===== config.mk =====
export PLATFORM = sky130hd
export DESIGN_NAME = pc_sequencer_flat
export DESIGN_NICKNAME = d
export VERILOG_FILES = /design/src/rtl/pc_sequencer_if.sv /design/src/rtl/pc_sequencer.sv /design/src/flat_wrapper.sv
export SDC_FILE = /design/constraint.sdc
export NUM_CORES = 1
export LEC_CHECK = 0
export BUFFER_PORTS_ARGS = -buffer_cell sky130_fd_sc_hd__buf_2
export CAP_MARGIN = 10
export CORE_ASPECT_RATIO = 1.1
export CORE_UTILIZATION = 59
export CTS_CLUSTER_DIAMETER = 100
export CTS_CLUSTER_SIZE = 20
export DETAILED_ROUTE_END_ITERATION = 8
export PLACE_DENSITY_LB_ADDON = 0.1
export SLEW_MARGIN = 10
export SYNTH_ARGS = -nofsm -noshare
export SYNTH_HDL_FRONTEND = slang
export SYNTH_SLANG_ARGS = --single-unit

===== constraint.sdc =====
create_clock -name clock -period 3.35 [get_ports clock]
set_input_delay 0.67 -clock clock [delete_from_list [all_inputs] [get_ports clock]]
set_output_delay 0.67 -clock clock [all_outputs]
set_load 0.03 [all_outputs]

===== src/rtl/pc_sequencer_if.sv =====
// Control/ALU to fetch-address handshake bundle for pc_sequencer.
// master drives the step controls; slave returns the fetch address and status.
interface pc_sequencer_if #(
   parameter int PC_BITS     = 9,
   parameter int TARGET_BITS = 8
);
   logic                   start;
   logic                   stall;
   logic                   next_ins;
   logic                   jump_flag;
   logic [1:0]             jump_mode;
   logic [TARGET_BITS-1:0] target;
   logic [PC_BITS-1:0]     pc_out;
   logic                   busy;
   logic                   done;
   logic                   stack_overflow;
   logic                   stack_underflow;

   modport master (
      output start, stall, next_ins, jump_flag, jump_mode, target,
      input  pc_out, busy, done, stack_overflow, stack_underflow
   );

   modport slave (
      input  start, stall, next_ins, jump_flag, jump_mode, target,
      output pc_out, busy, done, stack_overflow, stack_underflow
   );
endinterface


===== src/rtl/pc_sequencer.sv =====
// Program counter with start/run/done FSM, abs/rel/call/return jumps and a return-address stack.
// Latency: one registered update per cycle; stall or next_ins=0 holds pc_out.
module pc_sequencer #(
   parameter int PC_BITS     = 9,
   parameter int TARGET_BITS = 8,
   parameter int STACK_DEPTH = 4,
   parameter int START_ADDR  = 0,
   parameter int DONE_ADDR   = 435
) (
   input  logic          clock,
   input  logic          reset_n,
   pc_sequencer_if.slave bus
);
   localparam int CNT_W = $clog2(STACK_DEPTH + 1);
   localparam int IDX_W = (STACK_DEPTH > 1) ? $clog2(STACK_DEPTH) : 1;
   localparam logic [PC_BITS-1:0] START_PC = PC_BITS'(START_ADDR);
   localparam logic [PC_BITS-1:0] DONE_PC  = PC_BITS'(DONE_ADDR);
   localparam logic [CNT_W-1:0]   FULL_CNT = CNT_W'(STACK_DEPTH);

   typedef enum logic [1:0] {
      IDLE = 2'd0,
      RUN  = 2'd1,
      DONE = 2'd2
   } state_t;

   state_t             state, state_n;
   logic [PC_BITS-1:0] pc, pc_n;
   logic [CNT_W-1:0]   cnt, cnt_n;
   logic               ovf, ovf_n;
   logic               unf, unf_n;
   logic               push;
   logic [PC_BITS-1:0] stack [STACK_DEPTH];

   logic [PC_BITS-1:0] pc_inc;
   logic [PC_BITS-1:0] tgt_zx;
   logic [PC_BITS-1:0] tgt_sx;
   logic [IDX_W-1:0]   push_idx;
   logic [IDX_W-1:0]   pop_idx;

   assign pc_inc   = pc + 1'b1;
   assign tgt_zx   = PC_BITS'(bus.target);
   assign tgt_sx   = PC_BITS'($signed(bus.target));
   assign push_idx = IDX_W'(cnt);
   assign pop_idx  = IDX_W'(cnt - 1'b1);

   always_comb begin
      state_n = state;
      pc_n    = pc;
      cnt_n   = cnt;
      ovf_n   = ovf;
      unf_n   = unf;
      push    = 1'b0;
      case (state)
         IDLE: begin
            if (bus.start) begin
               state_n = RUN;
               pc_n    = START_PC;
               cnt_n   = '0;
               ovf_n   = 1'b0;
               unf_n   = 1'b0;
            end
         end
         RUN: begin
            // Arrival at DONE_ADDR wins over whatever step is requested this cycle.
            if (pc == DONE_PC) begin
               state_n = DONE;
            end else if (bus.next_ins && !bus.stall) begin
               if (!bus.jump_flag) begin
                  pc_n = pc_inc;
               end else begin
                  case (bus.jump_mode)
                     2'b00: pc_n = tgt_zx;
                     2'b01: pc_n = pc + tgt_sx;
                     2'b10: begin
                        if (cnt == FULL_CNT) begin
                           pc_n  = pc_inc;
                           ovf_n = 1'b1;
                        end else begin
                           push  = 1'b1;
                           cnt_n = cnt + 1'b1;
                           pc_n  = tgt_zx;
                        end
                     end
                     default: begin
                        if (cnt == '0) begin
                           pc_n  = pc_inc;
                           unf_n = 1'b1;
                        end else begin
                           pc_n  = stack[pop_idx];
                           cnt_n = cnt - 1'b1;
                        end
                     end
                  endcase
               end
            end
         end
         DONE: begin
            pc_n = DONE_PC;
            if (bus.start) begin
               state_n = RUN;
               pc_n    = START_PC;
               cnt_n   = '0;
               ovf_n   = 1'b0;
               unf_n   = 1'b0;
            end
         end
         default: begin
            state_n = IDLE;
            pc_n    = START_PC;
         end
      endcase
   end

   always_ff @(posedge clock) begin
      if (!reset_n) begin
         state <= IDLE;
         pc    <= START_PC;
         cnt   <= '0;
         ovf   <= 1'b0;
         unf   <= 1'b0;
      end else begin
         state <= state_n;
         pc    <= pc_n;
         cnt   <= cnt_n;
         ovf   <= ovf_n;
         unf   <= unf_n;
      end
   end

   // Entries above cnt are don't-care, so the storage itself needs no reset.
   always_ff @(posedge clock) begin
      if (push) stack[push_idx] <= pc_inc;
   end

   assign bus.pc_out          = pc;
   assign bus.busy            = (state == RUN);
   assign bus.done            = (state == DONE);
   assign bus.stack_overflow  = ovf;
   assign bus.stack_underflow = unf;
endmodule


===== src/flat_wrapper.sv =====
// flat-port wrapper written by rule: the top's interface ports become plain ports
module pc_sequencer_flat 
#(
   parameter int PC_BITS     = 9,
   parameter int TARGET_BITS = 8,
   parameter int STACK_DEPTH = 4,
   parameter int START_ADDR  = 0,
   parameter int DONE_ADDR   = 435
)
  (clock, reset_n, bus_start, bus_stall, bus_next_ins, bus_jump_flag, bus_jump_mode, bus_target, bus_pc_out, bus_busy, bus_done, bus_stack_overflow, bus_stack_underflow);
  pc_sequencer_if #(.PC_BITS(PC_BITS), .TARGET_BITS(TARGET_BITS)) bus_i ();
  input  logic clock;
  input  logic reset_n;
  input wire logic [$bits(bus_i.start)-1:0] bus_start;
  input wire logic [$bits(bus_i.stall)-1:0] bus_stall;
  input wire logic [$bits(bus_i.next_ins)-1:0] bus_next_ins;
  input wire logic [$bits(bus_i.jump_flag)-1:0] bus_jump_flag;
  input wire logic [$bits(bus_i.jump_mode)-1:0] bus_jump_mode;
  input wire logic [$bits(bus_i.target)-1:0] bus_target;
  output wire logic [$bits(bus_i.pc_out)-1:0] bus_pc_out;
  output wire logic [$bits(bus_i.busy)-1:0] bus_busy;
  output wire logic [$bits(bus_i.done)-1:0] bus_done;
  output wire logic [$bits(bus_i.stack_overflow)-1:0] bus_stack_overflow;
  output wire logic [$bits(bus_i.stack_underflow)-1:0] bus_stack_underflow;
  assign bus_i.start = bus_start;
  assign bus_i.stall = bus_stall;
  assign bus_i.next_ins = bus_next_ins;
  assign bus_i.jump_flag = bus_jump_flag;
  assign bus_i.jump_mode = bus_jump_mode;
  assign bus_i.target = bus_target;
  assign bus_pc_out = bus_i.pc_out;
  assign bus_busy = bus_i.busy;
  assign bus_done = bus_i.done;
  assign bus_stack_overflow = bus_i.stack_overflow;
  assign bus_stack_underflow = bus_i.stack_underflow;
  pc_sequencer #(.PC_BITS(PC_BITS), .TARGET_BITS(TARGET_BITS), .STACK_DEPTH(STACK_DEPTH), .START_ADDR(START_ADDR), .DONE_ADDR(DONE_ADDR)) u_core (.clock(clock), .reset_n(reset_n), .bus(bus_i));
endmodule

==> results_dict.tcl <==
set metrics [dict create \
    synth_ff_type "edfxtp_1" \
    die_area_um2 5244 \
    grt_max_degree 18 \
    rsz0062_at_grt "false" \
    vdd_drop_max_uv 261.6 \
    seq_area_um2 1401 \
    fillers 359 \
    use_met1_pct 33.86 \
    gr-total-overflow 0 \
    clk_pin_slew_ns 0.10 \
    yosysWarnings 0 \
    drive_above_1_share_pct 18.97 \
    postCtsSetupRepairBufs 0 \
    total_power_mw 1.208 \
    critical_path.startpoint_type "flip-flop" \
    synthesis.instances 258 \
    outcome "finished, final reports clean" \
    hold_viol_final 0 \
    ctsResizeCount 0 \
    path_class "flip-flop to flip-flop" \
    met2_usage_pct 41.86 \
    coreArea_um2 4717 \
    ys_ff_latch 52 \
    place_ws_ns 0.8302 \
    maxCapViolCount 0 \
    utilization_pct 68.12 \
    viasPerCell 6.332 \
    layout_min_cycle_time_ns 2.379 \
    async_reset_ff_share_pct 0 \
    cts_max_path_buffers 2 \
    ctsHtreeMaxLevel 2 \
    netlist_area_um2 2925 \
    fmax_mhz 420.3 \
    total_leakage_power_nw 1.276 \
    cts_root_buffer "clkbuf_8" \
    ant_nets 0 \
    finalSetupViolCount 0 \
    use_met3_pct 3.704 \
    grt_pass1_wl_um 9922 \
    worstSkewPairLatency_ns 0.31 \
    dr.first_iter.drc_count 228 \
    cts_buffers 5 \
    area_growth_pct 9.837 \
    mostFrequentLayoutCell "edfxtp_1" \
    io_buffers 28 \
    ioPinCount 29 \
    final_max_slew_viol_count 0 \
    maxSlewHeadroom_pct 53.22 \
    rows 26 \
    yosysSeqAreaShare_pct 47.90 \
    multiInputGateArea_um2 1450 \
    cts_tree "done" \
    final_cell_mix "edfxtp_1 (36), buf_2 (28), nand2_1 (19)" \
    dpl.hpwl_um 4610 \
    tns_ns 0 \
    tightest_slew_ns 0.7018 \
    wl_per_cell_um 18.16 \
    hold_class "flip-flop to flip-flop" \
    drc_errors 0 \
    syn-num-nets 293 \
    cp.arrival_ns 2.57 \
    period_share_pct 71.03 \
    synth.distinct_cells 50 \
    vias 2191 \
    routabilityCongestion 0.8441 \
    cts.sinks 52 \
    initial_core_util_pct 62.02 \
    fin_nets 324 \
    cts.hold.buffers_added 0 \
    antenna_found_initial 0 \
    cp.required_ns 3.54 \
    power_density_nw_per_um2 376.0 \
    final_critical_path_setup_slack_ns 0.9707 \
    grt.total_usage_pct 25.05 \
    fin_skew_ns 0.006546 \
    totalWireLength_um 6283 \
    syn_area_per_cell_um2 11.34 \
    insertedDiodeCount 0 \
    first_global_vias 1974 \
    endpoint_kind "flip-flop" \
    synth_edf_count 36 \
    critical_path_peak_fanout 14 \
    top_usage_layer "met2" \
    fp.dieH_um 75.85 \
    die-width_um 69.14 \
    drtPass1Iterations 5 \
]
==> cell type report <==
class,count,share of cell area [%]
timing repair buffer,30,4.829
multi-input combinational,188,45.13
clock inverter,3,0.7009
sequential,52,43.61
inverter,12,1.402
clock buffer,5,2.142
tap,56,2.181
==> cell families after synthesis <==
group	after synthesis	synth area share, %
adder cells (fa/ha/maj)	19	8.383
flip-flops	52	47.90
AND/OR/NAND/NOR	72	12.53
XOR/XNOR	15	4.491
buffers and inverters	18	2.523
multiplexers	11	7.613
AO/OA/AOI/OAI	71	16.55
==> path summary, 6_finish.rpt <==
check | startpoint | end | slack (ns) | cells past startpoint
setup / recovery | u_core.cnt[0] | u_core.bus.pc_out[7] | 0.97 | 7
hold / removal | u_core.bus.stack_overflow | u_core.bus.stack_overflow | 0.50 | 2
setup reg to reg | u_core.cnt[0] | u_core.bus.pc_out[7] | 0.97 | 7
hold reg to reg | u_core.bus.stack_overflow | u_core.bus.stack_overflow | 0.50 | 2
==> routing by layer <==
layer	part of all wire, %	vias up
met2	49	68
met4	2.2	0
met1	43	1058
li1	-	1054
met3	5.3	11
met5	0	-
==> power breakdown <==
group          leakage, nW  internal (mW)  switching, mW  total [mW]
clock network       0.0485          0.150          0.216       0.366
logic                0.715         0.0579         0.0941       0.152
registers            0.512          0.684        0.00587       0.690
total                 1.28          0.892          0.316        1.21
==> worst max-delay path, cell delays in order, from the launching register on <==
cell,delay [ns]
dfxtp_1,0.32
buf_4,0.24
inv_1,0.12
ha_1,0.58
mux4_2,0.39
a22o_1,0.24
a221oi_1,0.23
o22ai_1,0.13
==> synth_stat cells (3+ instances only) <==
cell      number  share of area (%)
edfxtp_1      36                 37
nand2_1       19                2.4
ha_1          18                7.7
a21oi_1       17                2.9
nor2_1        17                2.2
dfxtp_1       16                 11
inv_1         12                1.5
mux4_2         9                6.9
nand3_1        9                1.5
o21ai_0        8                1.4
xor2_1         8                2.4
a22oi_1        7                1.8
xnor2_1        7                2.1
o22ai_1        5                1.1
and2_1         4               0.86
nor2b_1        4               0.86
o21ai_1        4               0.68
or3_1          4               0.86
a211oi_1       3               0.77
a21o_1         3               0.77
a22o_1         3               0.90
clkbuf_1       3               0.38
nor3_1         3               0.51
o211ai_1       3               0.77
==> state kept, by name, indices dropped and copies added, names as in the netlist <==
name                        flops
u_core.stack                   36
u_core.bus.pc_out               9
u_core.cnt                      3
u_core.state                    2
u_core.bus.stack_overflow       1
u_core.bus.stack_underflow      1
==> stage by stage <==
| step | cell area [µm²] | std cells | hold WS, ns |
|---|---|---|---|
| after detailed placement | 3122 | 338 | 0.4859 |
| final | 3213 | 346 | 0.5008 |
| after global routing | 3213 | 346 | 0.5234 |
| after floorplan | 2925 | 258 | 0.4647 |
| after CTS | 3213 | 346 | 0.5028 |
| after global placement | 3122 | 338 | 0.4757 |
(Power assumes the default switching activity.)
